## src/rtl/mult_seq.sv

```systemverilog
// Sequential shift-add multiplier with configurable operand widths, STEP
// multiplier bits retired per cycle, optional signed mode and early exit
// once the remaining multiplier bits are all zero.
//
// state | meaning
// ------+-----------------------------------------------------------
// IDLE  | waiting for start_i; y_bo holds the last product
// WORK  | one partial-product accumulation of STEP bits per cycle
module mult_seq #(
  parameter int A_W       = 16,
  parameter int B_W       = 8,
  parameter int STEP      = 1,
  parameter int SIGNED_EN = 1
) (
  input  logic             clk_i,
  input  logic             rst_i,
  input  logic             start_i,
  input  logic             signed_i,
  input  logic [A_W-1:0]   a_bi,
  input  logic [B_W-1:0]   b_bi,
  output logic             busy_o,
  output logic             done_o,
  output logic [A_W+B_W-1:0] y_bo
);

  localparam int P     = A_W + B_W;
  localparam int NSTEP = B_W / STEP;
  localparam int CW    = $clog2(NSTEP + 1);

  typedef enum logic {IDLE, WORK} state_t;

  state_t         state_q;
  logic [P-1:0]   acc_q;
  logic [P-1:0]   am_q;
  logic [B_W-1:0] bm_q;
  logic           neg_q;
  logic [CW-1:0]  cnt_q;
  logic [P-1:0]   y_q;
  logic           busy_q;
  logic           done_q;

  logic           sgn_sel;
  logic           a_neg_in;
  logic           b_neg_in;
  logic [A_W-1:0] a_mag;
  logic [B_W-1:0] b_mag;
  logic [P-1:0]   pp;
  logic [P-1:0]   acc_nxt;
  logic [P-1:0]   y_nxt;
  logic [B_W-1:0] bm_shr;
  logic           last_step;

  // Operand conditioning at start and the per-step accumulate/terminate logic.
  // Negating the most negative value in W bits yields 2^(W-1), which is
  // still correct when read as an unsigned magnitude.
  always_comb begin
    sgn_sel   = signed_i & (SIGNED_EN != 0);
    a_neg_in  = sgn_sel & a_bi[A_W-1];
    b_neg_in  = sgn_sel & b_bi[B_W-1];
    a_mag     = a_neg_in ? -a_bi : a_bi;
    b_mag     = b_neg_in ? -b_bi : b_bi;
    pp        = am_q * P'(bm_q[STEP-1:0]);
    acc_nxt   = acc_q + pp;
    y_nxt     = neg_q ? -acc_nxt : acc_nxt;
    bm_shr    = bm_q >> STEP;
    // Remaining multiplier bits exhausted, or the step budget is used up.
    last_step = (bm_shr == '0) || (cnt_q == CW'(1));
  end

  // Control FSM and datapath registers; all outputs come straight from flops.
  always_ff @(posedge clk_i or negedge rst_i) begin
    if (!rst_i) begin
      state_q <= IDLE;
      acc_q   <= '0;
      am_q    <= '0;
      bm_q    <= '0;
      neg_q   <= 1'b0;
      cnt_q   <= '0;
      y_q     <= '0;
      busy_q  <= 1'b0;
      done_q  <= 1'b0;
    end else begin
      done_q <= 1'b0;
      case (state_q)
        IDLE: begin
          if (start_i) begin
            neg_q   <= a_neg_in ^ b_neg_in;
            am_q    <= P'(a_mag);
            bm_q    <= b_mag;
            acc_q   <= '0;
            cnt_q   <= CW'(NSTEP);
            busy_q  <= 1'b1;
            state_q <= WORK;
          end
        end
        WORK: begin
          if (last_step) begin
            y_q     <= y_nxt;
            done_q  <= 1'b1;
            busy_q  <= 1'b0;
            state_q <= IDLE;
          end else begin
            acc_q <= acc_nxt;
            am_q  <= am_q << STEP;
            bm_q  <= bm_shr;
            cnt_q <= cnt_q - CW'(1);
          end
        end
        default: begin
          state_q <= IDLE;
          busy_q  <= 1'b0;
        end
      endcase
    end
  end

  assign busy_o = busy_q;
  assign done_o = done_q;
  assign y_bo   = y_q;

endmodule

```

## config.mk

```make
export PLATFORM = sky130hd
export DESIGN_NAME = mult_seq
export DESIGN_NICKNAME = d
export VERILOG_FILES = /design/src/rtl/mult_seq.sv
export SDC_FILE = /design/constraint.sdc
export NUM_CORES = 1
export LEC_CHECK = 0
export CORE_UTILIZATION = 59
export DETAILED_ROUTE_END_ITERATION = 7
export PLACE_DENSITY_LB_ADDON = 0.1
export SKIP_CTS_REPAIR_TIMING = 1
export SLEW_MARGIN = 20
export SYNTH_ARGS = -nofsm -noshare
export SYNTH_HDL_FRONTEND = slang
export SYNTH_SLANG_ARGS = --single-unit
```

## constraint.sdc

```tcl
create_clock -name clk_i -period 4.07 [get_ports clk_i]
set_input_delay 0.814 -clock clk_i [delete_from_list [all_inputs] [get_ports clk_i]]
set_output_delay 0.814 -clock clk_i [all_outputs]
set_load 0.005 [all_outputs]
```

# Word level (Yosys, flattened, before mapping)
# Cells that the tools add are included.
[totals]
output_inout_bits = 26
register_bits = 88
in_bits = 28
[op_classes]
add_sub_neg = 5
n_bitwise = 4
mux = 23
n_eq_ne = 4
multipliers = 1
reduce_logical = 6
[op_table]
columns = ["operator", "n"]
rows = [
  ["$mux 24", 5],
  ["$pmux 24 s2", 2],
  ["$add 24x24->24", 1],
  ["$mul 24x1->24", 1],
  ["$mux 8", 3],
  ["$neg 24->24", 1],
  ["$mux 16", 1],
  ["$neg 16->16", 1],
  ["$pmux 8 s2", 1],
  ["$logic_not 8->1", 1],
  ["$mux 4", 2],
  ["$neg 8->8", 1],
  ["$pmux 4 s2", 1],
  ["$reduce_and 2->1", 4],
  ["$mux 1", 6],
  ["$eq 4x1->1 const B", 1],
  ["$ne 2x2->1 const B", 2],
  ["$pmux 1 s2", 2],
  ["$sub 4x1->4 const B", 1],
  ["$and 1x1->1", 2],
  ["$ne 2x1->1 const B", 1],
  ["$logic_or 1x1->1", 1],
  ["$not 1->1", 1],
  ["$xor 1x1->1", 1],
]

# Logic depth before layout (Yosys ltp)
[depth]
depth_word = 4
ltp_mapped = 14

# Worst setup path after synthesis
# Ideal clock, no wire load.
[synth_path]
path_type = "register to register"
startpoint = "register bm_q[0]"
endpoint = "register y_q[22] (netlist: y_bo[22])"
t_arrival_ns = 3.604
path_buffers = 1
path_stages_with_launch = 14
setup_slack_ns = 0.336
required_ns = 3.940
cell_sequence = "dfrtp_1 clkbuf_1 and2_1 ha_1 fa_1 a211oi_4 o21ai_1 xnor2_1 nand4_1 or4_4 and2_4 o41ai_2 xor2_1 o21ai_1"
[synth_via]
elab_chain_cells = 4
[synth_lines]
columns = ["item", "line_no", "rtl"]
rows = [
  ["start, declared", "35", "logic [B_W-1:0] bm_q;"],
  ["start signal, assigned", "89", "bm_q <= b_mag;"],
  ["start signal, assigned", "105", "bm_q <= bm_shr;"],
  ["$mul 24x1->24 *", "62", "pp = am_q * P'(bm_q[STEP-1:0]);"],
  ["$add 24x24->24 *", "63", "acc_nxt = acc_q + pp;"],
  ["$neg 24->24", "64", "y_nxt = neg_q ? -acc_nxt : acc_nxt;"],
  ["$mux 24 *", "64", ""],
  ["end signal, assigned", "98", "y_q <= y_nxt;"],
  ["end, declared", "38", "logic [P-1:0] y_q;"],
]
# Mark *: on every way between the ends. The rest lies on a longest branch, timed or not.
# A chain may end at the register's enable or synchronous reset.

# Worst setup path in the final report
[layout_path]
startpoint = "register bm_q[0]"
endpoint = "register y_q[23] (netlist: y_bo[23])"
# Same word-level chain as after synthesis.

==> results by group <==
Outcome
  • Outcome: finished clean

Route
  • Via count: 5363
  • Final Routed Wirelength: between 10 and 15 mm
  • DRC Markers: 0
  • Vias per cell: roughly 5.9
  • Number of detailed-routing iterations run before antenna repair: 5
  • Highest layer used for signal routing: met4
  • Routed wire per std cell: 15.5 um
  • Met3 routed wirelength: approximately 620 um
  • Antenna-violating nets left: 0
  • Total length of routed met2 wires: 6.62 mm
  • Number of DRC markers after the initial detailed-route iteration: 277
  • Detailed-route wire length on metal 1: roughly 6.5 mm

Clock network
  • H-tree depth: 3
  • Clock-pin transition on the worst setup and hold timing paths: around 0.10 ns
  • Clock net sink count: 88
  • Clock network latency to the later pin of the worst-skew pair: 0.37 ns
  • Number of CTS-inserted buffers: 9
  • CTS tree: built
  • Clock tree buffer depth: 2
  • Clock root buffer: sky130_fd_sc_hd__clkbuf_8

Power and ir drop
  • Leak Pwr: 2.96 nW
  • VDD IR-drop max: 0.000407 V
  • PwrDens: around 810 mW/mm^2
  • Post-layout power: roughly 5.6 mW

Timing
  • Post-layout min period: 3.82 ns
  • Worst-margin pin slew: 0.831 ns
  • Total negative setup slack: 0 ns
  • RSZ-0062 raised after global routing: false
  • Number of hold-slack violations in the final timing report: 0
  • Max_slew headroom: between 40 and 50%
  • Top achievable clock speed: 262 MHz
  • Final-report max-slew violation count: 0
  • Final hold slack: 0.470 ns
  • Final clock period utilization by the worst path: roughly 94%
  • Final Skew: 0.0128 ns
  • Final count of negative-setup-slack endpoints: 0

Global routing
  • Pin count of the biggest net entering global routing: 89
  • Global Route Usage Sum: 28.9%
  • Via count of the first global-routing pass: roughly 5000
  • Sum of overflow across all layers after global routing: 0
  • Global-route wire length before repair: ~24 mm
  • Antenna violations before repair: 0

Die
  • Total die area: 0.0106 mm^2
  • Initial cell density of the core: 61.2%
  • Die span in x: 103 um
  • Site row count: 36
  • Die Y: 103 um
  • Number of top-level pins: 54
  • Area of the core region: just under 0.01 mm^2

Finish
  • Area growth from synthesis to layout: 13.3%
  • Final instance area: 0.00684 mm^2
  • Antenna diode count: 0
  • Post-layout util: 69.3%
  • Leading cell type in the layout, fill and taps excluded: sky130_fd_sc_hd__nand2_1
  • Share of post-route cells with drive strength above 1: under 10%
  • Commonest non-fill, non-tap cells in the layout: sky130_fd_sc_hd__nand2_1 (129), sky130_fd_sc_hd__dfrtp_1 (88), sky130_fd_sc_hd__o21ai_0 (76)
  • Net count of the finished layout: 823
  • Count of filler cells inserted in the layout: 829

Critical path
  • Kind of end point of the critical path: register
  • Endpoint required time on the critical path: 4.32 ns
  • Critical path class: reg2reg
  • Worst-path fanout max: 8
  • Data arrival time of the critical path: 4.07 ns
  • Critical Path Source Type: register

Place
  • Total cell area at the placement stage: 0.00665 mm^2
  • Final weighted congestion in routability-driven placement: 0.875
  • Half-perimeter wire length of the detailed placement result: 10.5 mm
  • Count of port buffers added during placement: between 50 and 60

Logic synthesis
  • Number of instances in the synthesized netlist: ~730
  • FFs w/ async S/R, synth: 100%
  • Post-synthesis average cell area: between 8 and 9 um^2
  • Flip-flop cell with the highest count after synthesis: sky130_fd_sc_hd__dfrtp_1
  • Synthesized Nets: 790
  • Yosys Warn Count: 0
  • Number of enable flip-flop cells after synthesis: 0
  • Sequential element share of the synthesized area: 36.5%
  • Synthesized flop and latch total: 88
  • Post-synthesis cell type count: 61
  • Synth Cell Area: around 0.0060 mm^2

Min path
  • Type of the tightest min-delay check: in2async

Run
  • # Max-Cap Violations: 0
-- where the power goes --
group / internal (mW) / switching (mW)
logic: 1.40 / 2.04
clock network: 0.247 / 0.337
registers: 1.26 / 0.298
-- synth_stat cells, types with 2 or more instances --
| library cell | number | share of area [%] |
|---|---|---|
| sky130_fd_sc_hd__o41ai_1 | 2 | 0.29 |
| sky130_fd_sc_hd__nand3_1 | 49 | 4.1 |
| sky130_fd_sc_hd__or3_1 | 10 | 1.0 |
| sky130_fd_sc_hd__a211oi_1 | 2 | 0.25 |
| sky130_fd_sc_hd__o21ai_1 | 12 | 0.99 |
| sky130_fd_sc_hd__or4_1 | 2 | 0.25 |
| sky130_fd_sc_hd__a211oi_4 | 2 | 0.66 |
| sky130_fd_sc_hd__dfrtp_1 | 88 | 36 |
| sky130_fd_sc_hd__o211ai_1 | 7 | 0.87 |
| sky130_fd_sc_hd__a22oi_1 | 3 | 0.37 |
| sky130_fd_sc_hd__nand4_1 | 12 | 1.2 |
| sky130_fd_sc_hd__xor2_1 | 25 | 3.6 |
| sky130_fd_sc_hd__ha_1 | 28 | 5.8 |
| sky130_fd_sc_hd__a221oi_2 | 4 | 0.99 |
| sky130_fd_sc_hd__a2111oi_0 | 3 | 0.44 |
| sky130_fd_sc_hd__clkbuf_1 | 39 | 2.4 |
| sky130_fd_sc_hd__o21bai_1 | 3 | 0.37 |
| sky130_fd_sc_hd__o22ai_1 | 5 | 0.52 |
| sky130_fd_sc_hd__nor4_1 | 5 | 0.52 |
| sky130_fd_sc_hd__o211a_1 | 2 | 0.33 |
| sky130_fd_sc_hd__nand2_1 | 129 | 8.0 |
| sky130_fd_sc_hd__and2_1 | 30 | 3.1 |
| sky130_fd_sc_hd__nor2_1 | 33 | 2.1 |
| sky130_fd_sc_hd__o21ai_0 | 76 | 6.3 |
| sky130_fd_sc_hd__and3_1 | 4 | 0.41 |
| sky130_fd_sc_hd__a21oi_1 | 46 | 3.8 |
| sky130_fd_sc_hd__nor3b_1 | 2 | 0.25 |
| sky130_fd_sc_hd__buf_6 | 2 | 0.37 |
| sky130_fd_sc_hd__a221o_1 | 3 | 0.50 |
| sky130_fd_sc_hd__nand2b_1 | 6 | 0.62 |
| sky130_fd_sc_hd__nor2b_1 | 3 | 0.31 |
| sky130_fd_sc_hd__mux2_2 | 4 | 0.75 |
| sky130_fd_sc_hd__buf_1 | 2 | 0.12 |
| sky130_fd_sc_hd__o41ai_2 | 2 | 0.54 |
| sky130_fd_sc_hd__a21o_1 | 3 | 0.37 |
| sky130_fd_sc_hd__o31ai_1 | 2 | 0.25 |
| sky130_fd_sc_hd__mux2i_1 | 4 | 0.66 |
| sky130_fd_sc_hd__a31oi_1 | 5 | 0.52 |
| sky130_fd_sc_hd__inv_1 | 15 | 0.93 |
| sky130_fd_sc_hd__nor3_1 | 9 | 0.75 |
| sky130_fd_sc_hd__xnor2_1 | 30 | 4.4 |
-- cells by family (layout without fill, tap and decap cells) --
logic type,count (synthesis),in the layout,share of synthesized area [%]
and+or+nand+nor,301,301,23.6
AOI/OAI and AO/OA,194,194,20.5
DFF,88,88,36.5
buffers and inverters,58,96,3.85
xor gates and xnor gates,55,55,7.98
adders and majority gates,29,29,6.13
muxes,8,8,1.41
-- state kept, by name, indices dropped and copies added, names as in the netlist --
name	flops
am_q	24
cnt_q	4
state_q	1
acc_q	24
y_bo	24
done_o	1
neg_q	1
bm_q	8
busy_o	1
-- metrics by stage --
step	instances	setup slack [ns]
after floorplan	733	0.336
after global placement	888	0.323
after detailed placement	888	0.261
after CTS	904	0.250
after global routing	904	0.0168
final	904	0.254
-- worst paths after layout --
check                      depth (start not counted)  slack, ns           startpoint                   end
max                                               12       0.25  bm_q[0]$_DFFE_PN0P_  y_bo[23]$_DFFE_PN0P_
max reg2reg                                       12       0.25  bm_q[0]$_DFFE_PN0P_  y_bo[23]$_DFFE_PN0P_
min                                                1       0.47                rst_i   y_bo[3]$_DFFE_PN0P_
max in group asynchronous                          1       3.03                rst_i  acc_q[8]$_DFFE_PN0P_
min reg2reg                                        2       0.48  y_bo[6]$_DFFE_PN0P_   y_bo[6]$_DFFE_PN0P_
min in group clk_i                                 2       0.48  y_bo[6]$_DFFE_PN0P_   y_bo[6]$_DFFE_PN0P_
-- critical path: stages (launching register included) --
cell and delay (ns):
sky130_fd_sc_hd__dfrtp_1 0.44, sky130_fd_sc_hd__and2_1 0.16, sky130_fd_sc_hd__ha_1 0.23, sky130_fd_sc_hd__fa_1 0.46, sky130_fd_sc_hd__a211oi_4 0.32, sky130_fd_sc_hd__o21ai_1 0.19
sky130_fd_sc_hd__a22o_1 0.27, sky130_fd_sc_hd__or3_1 0.35, sky130_fd_sc_hd__a221oi_2 0.32, sky130_fd_sc_hd__nand4_1 0.23, sky130_fd_sc_hd__o41ai_1 0.49, sky130_fd_sc_hd__xnor2_1 0.16
sky130_fd_sc_hd__o21ai_1 0.08
-- layout make-up --
class                   count  area (um^2)  share of cell area, %
clock buffers              10          138                   2.01
clock inverters             6         53.8                  0.787
inverters                  15         56.3                  0.823
multi-input cells         587         3600                   52.7
flip-flops and latches     88         2200                   32.2
well taps                 133          166                   2.43
repair buffers             65          622                   9.09
-- layer usage --
| metal | track usage (%) | vias up |
|---|---|---|
| li1 | - | 2658 |
| met1 | 38.8 | 2556 |
| met2 | 47.0 | 136 |
| met3 | 4.34 | 13 |
| met4 | 11.4 | 0 |
| met5 | 0 | - |
Power figures use the tool's default switching activity.
